--- src/rtl/uart_pkg.sv ---
// Shared definitions for the UART transmitter and receiver: FSM states,
// default timing constants and serial line levels.
package uart_pkg;

    typedef enum logic [2:0] {
        IDLE,
        START,
        DATA,
        PARITY,
        STOP
    } uart_state_e;

    localparam int unsigned CLKS_PER_BIT_DEF = 5;
    localparam int unsigned DATA_BITS_DEF    = 8;

    localparam logic LINE_IDLE = 1'b1;
    localparam logic START_LVL = 1'b0;
    localparam logic STOP_LVL  = 1'b1;

endpackage

--- src/rtl/uart_baud_cnt.sv ---
// Bit-period counter: counts 0..CLKS_PER_BIT-1 while enabled and pulses
// bit_done in the terminal-count cycle. Shared with the receiver.
module uart_baud_cnt
    import uart_pkg::*;
#(
    parameter int unsigned CLKS_PER_BIT = CLKS_PER_BIT_DEF
) (
    input  logic clk,
    input  logic rst,
    input  logic clear,
    input  logic en,
    output logic bit_done
);

    localparam int unsigned   CW   = $clog2(CLKS_PER_BIT);
    localparam logic [CW-1:0] TERM = CW'(CLKS_PER_BIT - 1);

    logic [CW-1:0] cnt;

    always_ff @(posedge clk) begin
        if (rst || clear) begin
            cnt <= '0;
        end else if (en) begin
            if (cnt == TERM) begin
                cnt <= '0;
            end else begin
                cnt <= cnt + 1'b1;
            end
        end
    end

    assign bit_done = en && (cnt == TERM);

endmodule

--- src/rtl/uart_tx.sv ---
// UART transmitter, 8N1 framing, valid/ready byte input, registered line output.
// Define UART_TX_PARITY_EN to insert an even-parity bit between data and stop.
module uart_tx
    import uart_pkg::*;
#(
    parameter int unsigned CLKS_PER_BIT = CLKS_PER_BIT_DEF,
    parameter int unsigned DATA_BITS    = DATA_BITS_DEF
) (
    input  logic                 clk,
    input  logic                 rst,
    input  logic [DATA_BITS-1:0] tx_data,
    input  logic                 tx_valid,
    output logic                 tx_ready,
    output logic                 tx_out,
    output logic                 tx_busy
);

    localparam int unsigned   BW       = $clog2(DATA_BITS + 1);
    localparam logic [BW-1:0] LAST_BIT = BW'(DATA_BITS - 1);

    uart_state_e          state, state_n;
    logic [DATA_BITS-1:0] shift, shift_n;
    logic [BW-1:0]        bitcnt, bitcnt_n;
    logic                 tx_out_n;
    logic                 hs;
    logic                 bit_done;
`ifdef UART_TX_PARITY_EN
    logic                 parity_r;
`endif

    assign tx_ready = (state == IDLE) || ((state == STOP) && bit_done);
    assign hs       = tx_valid && tx_ready;
    assign tx_busy  = (state != IDLE);

    uart_baud_cnt #(
        .CLKS_PER_BIT(CLKS_PER_BIT)
    ) u_baud (
        .clk     (clk),
        .rst     (rst),
        .clear   (hs),
        .en      (tx_busy),
        .bit_done(bit_done)
    );

    // tx_out_n is the level for the cycle after the edge, so the line changes
    // in the same cycle as the state it belongs to.
    always_comb begin
        state_n  = state;
        shift_n  = shift;
        bitcnt_n = bitcnt;
        tx_out_n = tx_out;
        case (state)
            IDLE: begin
                tx_out_n = LINE_IDLE;
            end
            START: begin
                if (bit_done) begin
                    state_n  = DATA;
                    tx_out_n = shift[0];
                end
            end
            DATA: begin
                if (bit_done) begin
                    shift_n  = shift >> 1;
                    bitcnt_n = bitcnt + 1'b1;
                    if (bitcnt == LAST_BIT) begin
`ifdef UART_TX_PARITY_EN
                        state_n  = PARITY;
                        tx_out_n = parity_r;
`else
                        state_n  = STOP;
                        tx_out_n = STOP_LVL;
`endif
                    end else begin
                        tx_out_n = shift[1];
                    end
                end
            end
`ifdef UART_TX_PARITY_EN
            PARITY: begin
                if (bit_done) begin
                    state_n  = STOP;
                    tx_out_n = STOP_LVL;
                end
            end
`endif
            STOP: begin
                if (bit_done) begin
                    state_n  = IDLE;
                    tx_out_n = LINE_IDLE;
                end
            end
            default: begin
                state_n  = IDLE;
                tx_out_n = LINE_IDLE;
            end
        endcase
        // A handshake only happens in IDLE or the last STOP cycle; both start a frame.
        if (hs) begin
            state_n  = START;
            shift_n  = tx_data;
            bitcnt_n = '0;
            tx_out_n = START_LVL;
        end
    end

    always_ff @(posedge clk) begin
        if (rst) begin
            state  <= IDLE;
            shift  <= '0;
            bitcnt <= '0;
            tx_out <= LINE_IDLE;
        end else begin
            state  <= state_n;
            shift  <= shift_n;
            bitcnt <= bitcnt_n;
            tx_out <= tx_out_n;
        end
    end

`ifdef UART_TX_PARITY_EN
    always_ff @(posedge clk) begin
        if (rst) begin
            parity_r <= 1'b0;
        end else if (hs) begin
            parity_r <= ^tx_data;
        end
    end
`endif

endmodule

--- config.mk ---
export PLATFORM = sky130hd
export DESIGN_NAME = uart_tx
export DESIGN_NICKNAME = d
export VERILOG_FILES = /design/src/rtl/uart_pkg.sv /design/src/rtl/uart_baud_cnt.sv /design/src/rtl/uart_tx.sv
export SDC_FILE = /design/constraint.sdc
export NUM_CORES = 1
export LEC_CHECK = 0
export ABC_AREA = 0
export BUFFER_PORTS_ARGS = -buffer_cell sky130_fd_sc_hd__buf_2
export CAP_MARGIN = 20
export CORE_ASPECT_RATIO = 0.75
export CORE_MARGIN = 2
export CORE_UTILIZATION = 25
export DETAILED_ROUTE_END_ITERATION = 6
export PLACE_DENSITY = 0.54
export SLEW_MARGIN = 20
export SYNTH_ARGS = -nofsm -noshare
export SYNTH_HDL_FRONTEND = slang
export SYNTH_SLANG_ARGS = --single-unit
--- constraint.sdc ---
create_clock -name clk -period 1.8 [get_ports clk]
set_clock_uncertainty 0.1 [all_clocks]
set_input_delay 0.18 -clock clk [delete_from_list [all_inputs] [get_ports clk]]
set_output_delay 0.18 -clock clk [all_outputs]
set_load 0.02 [all_outputs]
==> reports/qor.csv, run 1 <==
metric,value,unit
outcome,"finished, final reports clean",
syn_inst,112,
fillers,420,
dp_hpwl,1.657,mm
worstSetupPathType,flop to flop,
antenna_found_initial,0,
die_area,0.004590,mm^2
drtIter0Drc,30,
drive_above_1_share,0.3037,
path_clk_slew,0.08,ns
crit_arrival,1.87,ns
power.share.sequential,0.503,
wl_per_cell,12.08,um
area_delta_synth_final,27.87,%
grt_pass1_wl,3.608,mm
cts_tree,yes,
io_buffers,13,
multi_input_area,575.6,um^2
powerDensity,697.4,mW/mm^2
gp_congestion,0.8059,
min_from,rst,
p_switching,236.4,uW
grt_pass1_vias,788,
start_util,0.2550,
grt_max_degree,17,
ant_nets,0,
pin_count,14,
synth_edf_count,0,
synth_fp_nets,126,
num_vias,872,
power_frac_clock,0.339,
drv_cap,0,
r2r_slack,0.02,ns
rr_worst_depth,8,
timing.rr.end,shift[7]$_SDFFE_PP0P_,
viasPerCell,4.589,
syn_area,0.001015,mm^2
final_hold_viol_count,0,
drc,0,
synth_area_leaders,"dfxtp_1 37%, mux2i_1 6.9%, a21oi_1 5.9%, o31ai_1 5.2%, ha_1 3.7%",
total_power,904.9,uW
critPathMaxFanout,8,
fin_crit_sh,0.9869,
synth_top_area_share,0.3748,
min_path_cells,2,
r2r_start,u_baud.cnt[1]$_SDFFE_PP0N_,
synth_flop_cell,dfxtp_1,
seq_area_frac_synth,0.3748,
avgSynthCellArea,9.060,um^2
ys_types,33,
setup_ws,0.02365,ns
clk_path_buf_depth,2,
setup_viol_count_final,0,
nets,150,
layout_common_cells,"17 x dfxtp_1, 13 x buf_4, 12 x a21oi_1, 12 x buf_2, 9 x nor2_1",
overflow,0,
period_minus_slack,1.776,ns
yosysWarnings,0,
p_int,668.5,uW
die_h,59.18,um
rsz0062_at_grt,yes,
diodes,0,
mostFrequentLayoutCell,dfxtp_1,
cts_buffers,3,
peakVddDrop,233.8,uV
dp.cells,182,
fmax,0.5630,GHz
worst_pin_slew,0.4123,ns
htree_levels,1,
hold_path_class,input pin to flop,
holdWs,0.05811,ns
fin_area,0.001297,mm^2
slew_headroom,0.7180,
grtUsageTotal,0.1001,
cp.required,1.89,ns
dp_slack,-0.0001059,ns
dieWidth,77.57,um
comb_power_share,0.158,
switching_share,0.2613,
rows,20,
core,0.003979,mm^2
synthArstFlopShare,0,
ys_ff_latch,19,
slew_violations,0,
crit_path_start_kind,flop,
hold_buffers,0,
drt-total-wl,2.295,mm
cts_sinks,19,
cp-end-kind,flop,
insertion_delay,0.26,ns
power_leakage,0.0005066,uW
placed_area,0.001177,mm^2
drtPass1Iterations,4,
holdPathEnd,shift[7]$_SDFFE_PP0P_,
final-seq-area,382.9,um^2
synth_top_area_cell,dfxtp_1,
instances_no_fill,190,
cts_root_buffer,clkbuf_8,
[layer usage]
metal  track usage  share of wire
met5             0              0
met4       0.03571         0.0083
met3       0.03201          0.035
met1        0.1316           0.51
met2        0.1565           0.45
[cell families after synthesis]
logic type               synth area share
AND/OR/NAND/NOR                    0.1849
AO/OA/AOI/OAI                      0.2146
flip-flops                         0.3748
buffers and inverters             0.08508
multiplexers                      0.06905
XOR/XNOR                          0.03453
adder cells (fa/ha/maj)           0.03700
[flip-flops by register name (all words and copies together), names as in the netlist]
register and cells:
bitcnt 4, u_baud.cnt 3, shift 8, state 3, tx_out 1
[synthesized netlist by cell type (2+ instances only)]
| cell | count |
|---|---|
| mux2i_1 | 7 |
| nor3b_1 | 3 |
| inv_1 | 4 |
| ha_1 | 3 |
| nand3_1 | 3 |
| nand2_1 | 5 |
| clkbuf_1 | 2 |
| xnor2_1 | 3 |
| o31ai_1 | 7 |
| nor2_1 | 9 |
| a21oi_2 | 2 |
| buf_2 | 2 |
| buf_6 | 2 |
| a21oi_1 | 12 |
| dfxtp_1 | 19 |
| or2_1 | 2 |
| o21ai_0 | 4 |
| a2111oi_0 | 2 |
| nor3_1 | 7 |
[critical path, stage by stage, from the launching register on]
cell	delay [ns]
dfxtp_2	0.35
inv_1	0.07
ha_4	0.18
a21boi_4	0.16
nor4b_4	0.06
buf_4	0.16
clkbuf_16	0.15
or3b_1	0.35
a21oi_1	0.12
[how the worst max path moves through the flow]
stage | startpoint | to | cells past startpoint
floorplan | u_baud.cnt[0]$_SDFFE_PP0N_ | shift[7]$_SDFFE_PP0P_ | 7
global placement | u_baud.cnt[0]$_SDFFE_PP0N_ | shift[7]$_SDFFE_PP0P_ | 7
detailed placement | u_baud.cnt[0]$_SDFFE_PP0N_ | shift[7]$_SDFFE_PP0P_ | 7
CTS | u_baud.cnt[1]$_SDFFE_PP0N_ | shift[7]$_SDFFE_PP0P_ | 7
global route | u_baud.cnt[1]$_SDFFE_PP0N_ | shift[7]$_SDFFE_PP0P_ | 8
finish | u_baud.cnt[1]$_SDFFE_PP0N_ | shift[7]$_SDFFE_PP0P_ | 8
[final cells by class]
| type | instances | share of cell area |
|---|---|---|
| Multi-Input combinational cell | 80 | 0.4436 |
| Sequential cell | 19 | 0.2951 |
| Timing Repair Buffer | 27 | 0.1562 |
| Tap cell | 55 | 0.05304 |
| Clock buffer | 3 | 0.03182 |
| Inverter | 5 | 0.01446 |
| Clock inverter | 1 | 0.005786 |
[power groups by stage]
stage	registers, uW	logic, uW	clock network, uW
floorplan	462	90.2	0
global placement	463	123	0
detailed placement	464	126	0
CTS	455	126	319
global route	458	155	332
finish	455	143	306
[per-stage QoR]
step / utilization / TNS [ns]
6_report: 0.3261 / 0
5_1_grt: 0.3261 / -0.04226
4_1_cts: 0.3085 / 0
3_5_place_dp: 0.2959 / -0.0001059
3_3_place_gp: 0.2959 / 0
2_1_floorplan: - / 0
[timing repair]
action,CTS,global route
pin swaps,0,5
gates cloned,0,1
setup endpoints to repair,1,10
buffers inserted,0,3
resized for setup,1,7
(Power assumes the default switching activity.)
==> inputs of run 2 (changes only) <==
Settings changed: REMOVE_ABC_BUFFERS set to 1.
==> run 2 against run 1 <==
Global-route usage up 0.24 points; count of clock-buffer cells in the layout up 1; sequential power about the same; final cell count down 2.1%; clock power up 1%.
==> reports/qor.csv, run 2 (same netlist as run 1, synthesis figures left out) <==
metric,value,unit,change
outcome,"finished, final reports clean",,
path_clk_slew,0.08,ns,about the same
insertion_delay,0.26,ns,about the same
pin_count,14,,unchanged
powerDensity,722.8,mW/mm^2,+3.6%
crit_arrival,1.75,ns,-0.12 ns
antenna_found_initial,0,,unchanged
dp_hpwl,1.633,mm,-1.4%
cp.required,1.85,ns,-0.04 ns
die_h,59.18,um,unchanged
diodes,0,,unchanged
cts_root_buffer,clkbuf_8,,
grt_max_degree,19,,+2
layout_common_cells,"17 x dfxtp_1, 13 x buf_2, 12 x a21oi_1",,
viasPerCell,4.661,,+1.6%
htree_levels,1,,unchanged
ant_nets,0,,unchanged
regMostFlops,shift,,
drtIter0Drc,34,,+13%
peakVddDrop,173.9,uV,-26%
worstSetupPathType,flop to flop,,
period_minus_slack,1.700,ns,-0.07668 ns
cp_slowest_cell,dfxtp_2,,
nets,146,,-2.7%
num_vias,867,,-0.57%
area_delta_synth_final,21.21,%,
drtPass1Iterations,6,,+2
cts_tree,yes,,
crit_chain,inv_1 > ha_2 > a21boi_4 > nor4b_4 > buf_12 > or2_1 > nor2_1,,
dp_slack,0.002259,ns,+0.002365 ns
grt_pass1_vias,891,,+13%
rows,20,,unchanged
mostFrequentLayoutCell,dfxtp_1,,
worstPathBufferInverterCount,2,,-1
drive_above_1_share,0.2672,,-0.03653
clk_path_buf_depth,2,,unchanged
grtUsageTotal,0.1025,,+0.002422
die_area,0.004590,mm^2,unchanged
largest_reg_flops,8,,unchanged
slew_headroom,0.7523,,+0.03430
grt_pass1_wl,3.691,mm,+2.3%
setup_tns,0,ns,unchanged
setup_viol_count_final,0,,unchanged
core,0.003979,mm^2,unchanged
cts_buffers,3,,unchanged
drv_cap,0,,unchanged
rsz0062_at_grt,no,,
drt-total-wl,2.153,mm,-6.2%
final_hold_viol_count,0,,unchanged
wl_per_cell,11.58,um,-4.2%
cp-end-kind,flop,,
critPathMaxFanout,18,,+10
power_leakage,0.0004759,uW,-6.1%
drc,0,,unchanged
holdWs,0.03947,ns,-0.01864 ns
overflow,0,,unchanged
fin_crit_sh,0.9443,,-0.04260
cts_sinks,19,,unchanged
worst_pin_slew,0.3621,ns,-0.05015 ns
gp_congestion,0.7667,,-4.9%
crit_family,simple AND/OR/NAND/NOR gates,,
slew_violations,0,,unchanged
hold_buffers,0,,unchanged
dieWidth,77.57,um,unchanged
hold_path_class,input pin to flop,,
io_buffers,13,,unchanged
max_stage_delay,0.34,ns,about the same
start_util,0.2550,,unchanged
largestRegisters,"shift: 8 flops, bitcnt: 4 flops",,
crit_path_start_kind,flop,,
fin_util,0.3091,,-0.01698
fmax,0.5884,GHz,+4.5%
setup_ws,0.1003,ns,+0.07668 ns
[run 2: worst paths after layout]
path                         startpoint                         end  slack, ns  cells after the start
max          u_baud.cnt[0]$_SDFFE_PP0N_      bitcnt[0]$_SDFFE_PP0P_       0.10                      7
min                                 rst       shift[7]$_SDFFE_PP0P_       0.04                      2
max reg2reg  u_baud.cnt[0]$_SDFFE_PP0N_      bitcnt[0]$_SDFFE_PP0P_       0.10                      7
min reg2reg  u_baud.cnt[1]$_SDFFE_PP0N_  u_baud.cnt[1]$_SDFFE_PP0N_       0.38                      2
[run 2: area by class of cell]
type	instances	area, um^2
Fill cell	415	2749
Multi-Input combinational cell	80	561.8
Clock buffer	4	45.04
Tap cell	55	68.82
Inverter	5	18.77
Sequential cell	19	382.9
Timing Repair Buffer	23	152.6
[run 2: what timing repair did]
action	in CTS	in global routing
endpoints found under the setup margin	5	15
gates resized for setup	1	3
pin swaps	0	1
setup buffers	0	0
[run 2: layer usage]
layer	wire length (um)	up-vias	track usage
li1	-	442	-
met1	999	404	0.1120
met2	1023	19	0.1888
met3	103	2	0.03201
met4	27	0	0.04082
met5	0	-	0
[run 2: where the power goes]
group / internal [uW] / total (uW) / switching, uW / leakage (uW)
Combinational: 59.7 / 124 / 64.5 / 0.000297
Sequential: 441 / 455 / 14.5 / 0.000156
Clock: 158 / 310 / 152 / 0.0000228
Total: 658 / 889 / 231 / 0.000476
[run 2: metrics by stage]
stage          power, uW  cells  cell area, um^2
2_1_floorplan      539.2    104            947.2
3_3_place_gp       581.7    182             1177
3_5_place_dp       587.5    182             1177
4_1_cts            889.9    186             1224
5_1_grt            929.4    186             1230
6_report           889.0    186             1230
==> inputs of run 3 (changes only) <==
Settings changed: SETUP_SLACK_MARGIN set to 0.2.
==> run 3 against run 2 <==
Sequential share of layout area shrank 1.4 points; count of clock-buffer cells in the layout is the same; first-iteration DRC count grew 44%; register-to-register slack gained 0.06 ns; power grew 1.9%; critical path depth is the same; utilization grew 1.7 points; sequential power is essentially flat; fmax grew 3.7%; final cell count grew 1.1%; combinational power grew 13%.
==> reports/qor.csv, run 3 (same netlist as run 1, synthesis figures left out) <==
metric,value,unit,change
top_usage_layer,met2,,
pin_count,14,,unchanged
die_h,59.18,um,unchanged
cts_root_buffer,clkbuf_8,,
switching_share,0.2628,,+0.003083
diodes,0,,unchanged
setup_ws,0.1602,ns,+0.05988 ns
grt_pass1_wl,3.905,mm,+5.8%
worst_pin_slew,0.4112,ns,+0.04908 ns
largest_reg_flops,8,,unchanged
comb_power_share,0.155,,+0.015
cts_tree,yes,,
worstSetupPathType,flop to flop,,
grt_pass1_vias,930,,+4.4%
num_vias,884,,+2.0%
min_path_cells,2,,unchanged
path_clk_slew,0.08,ns,about the same
cp-end-kind,flop,,
rsz0062_at_grt,yes,,
rr_worst_depth,7,,unchanged
cts_sinks,19,,unchanged
drive_above_1_share,0.3534,,+0.08621
period_minus_slack,1.640,ns,-0.05988 ns
clk_path_buf_depth,2,,unchanged
drc,0,,unchanged
total_power,906.0,uW,+1.9%
crit_arrival,1.74,ns,about the same
drt-total-wl,2.320,mm,+7.8%
final_hold_viol_count,0,,unchanged
critPathMaxFanout,18,,unchanged
grt_max_degree,19,,unchanged
nets,148,,+1.4%
antenna_found_initial,0,,unchanged
htree_levels,1,,unchanged
core,0.003979,mm^2,unchanged
p_switching,238.1,uW,+3.1%
met1_usage,0.1165,,+0.004451
powerDensity,698.2,mW/mm^2,-3.4%
slew_violations,0,,unchanged
fmax,0.6098,GHz,+3.7%
cts_buffers,3,,unchanged
grtUsageTotal,0.1091,,+0.006563
mostFrequentLayoutCell,dfxtp_1,,
io_buffers,13,,unchanged
overflow,0,,unchanged
die_area,0.004590,mm^2,unchanged
power_leakage,0.0005001,uW,+5.1%
gp_congestion,0.7667,,unchanged
outcome,"finished, final reports clean",,
setup_viol_count_final,0,,unchanged
grtUsageMet2,0.2075,,+0.01863
instances_no_fill,188,,+1.1%
area_delta_synth_final,27.87,%,
cp-endpoint,shift[7]$_SDFFE_PP0P_,,
wl_per_cell,12.34,um,+6.6%
power_frac_clock,0.343,,-0.005
r2r_start,u_baud.cnt[1]$_SDFFE_PP0N_,,
drtPass1Iterations,4,,-2
dp_slack,0.002259,ns,unchanged
peakVddDrop,174.2,uV,+0.18%
viasPerCell,4.702,,+0.88%
cp.required,1.90,ns,+0.05 ns
fillers,411,,-0.96%
power.share.sequential,0.502,,-0.010
start_util,0.2550,,unchanged
dp_hpwl,1.633,mm,unchanged
fin_util,0.3261,,+0.01698
dieWidth,77.57,um,unchanged
r2r_slack,0.16,ns,+0.06 ns
p_int,667.9,uW,+1.5%
regMostFlops,shift,,
drv_cap,0,,unchanged
largestRegisters,"shift: 8 flops, bitcnt: 4 flops",,
rows,20,,unchanged
met3_usage,0.03201,,unchanged
cp-startpoint,u_baud.cnt[1]$_SDFFE_PP0N_,,
layout_common_cells,"15 x dfxtp_1, 12 x buf_2, 11 x a21oi_1",,
hold_path_class,input pin to flop,,
drtIter0Drc,49,,+44%
insertion_delay,0.26,ns,about the same
slew_headroom,0.7188,,-0.03357
dp.cells,182,,unchanged
crit_path_start_kind,flop,,
ant_nets,0,,unchanged
fin_crit_sh,0.9110,,-0.03327
timing.rr.end,shift[7]$_SDFFE_PP0P_,,
-- run 3: cell types whose count changed in the layout (fill, tap and decap cells not counted), moves of 2 or more --
cell / previous run / this run
buf_6: 0 / 2
dfxtp_2: 2 / 4
dfxtp_1: 17 / 15
nor3_1: 7 / 5
inv_2: 0 / 2
inv_1: 4 / 2
-- run 3: through the flow --
stage               cell area [um^2]  TNS (ns)  hold WS, ns
floorplan                      947.2    -8.357       0.1491
global placement                1177         0       0.3123
global route                    1297         0      0.06482
CTS                             1274         0      0.04691
detailed placement              1177         0       0.3169
finish                          1297         0      0.04200
-- run 3: worst min path at each step --
stage / start / endpoint / slack, ns
after floorplan: rst / shift[7]$_SDFFE_PP0P_ / 0.15
after global placement: rst / shift[7]$_SDFFE_PP0P_ / 0.31
after detailed placement: rst / shift[7]$_SDFFE_PP0P_ / 0.32
after CTS: rst / shift[7]$_SDFFE_PP0P_ / 0.05
after global routing: rst / shift[7]$_SDFFE_PP0P_ / 0.06
final: rst / shift[7]$_SDFFE_PP0P_ / 0.04
-- run 3: layout make-up --
type / instances / area, um^2 / area share
Tap cell: 55 / 68.82 / 0.05304
Clock buffer: 4 / 45.04 / 0.03472
Timing Repair Buffer: 25 / 177.7 / 0.1369
Multi-Input combinational cell: 80 / 601.8 / 0.4638
Sequential cell: 19 / 385.4 / 0.2970
Inverter: 5 / 18.77 / 0.01446
-- run 3: layer usage --
metal | vias to the layer above | wire [um] | part of all wire
li1 | 447 | - | -
met1 | 421 | 1076 | 0.46
met2 | 14 | 1127 | 0.49
met3 | 2 | 88 | 0.038
met4 | 0 | 27 | 0.012
met5 | - | 0 | 0
-- run 3: power groups by stage --
stage,sequential [uW],combinational [uW],clock [uW]
5_1_grt,457,155,338
6_report,455,140,310
2_1_floorplan,465,74.4,0
3_3_place_gp,463,118,0
4_1_cts,454,135,312
3_5_place_dp,464,123,0
-- run 3: worst max-delay path, stage by stage (launching register included) --
cell	delay, ns
dfxtp_2	0.35
inv_2	0.05
ha_4	0.17
a21boi_4	0.18
nor4b_4	0.07
buf_12	0.15
or3b_1	0.37
a21oi_1	0.13
-- run 3: timing repair --
action / CTS / global route
pin swaps: 1 / 0
setup endpoints to repair: 19 / 19
buffers inserted: 2 / 0
hold buffers: 0 / 0
resized for setup: 10 / 10
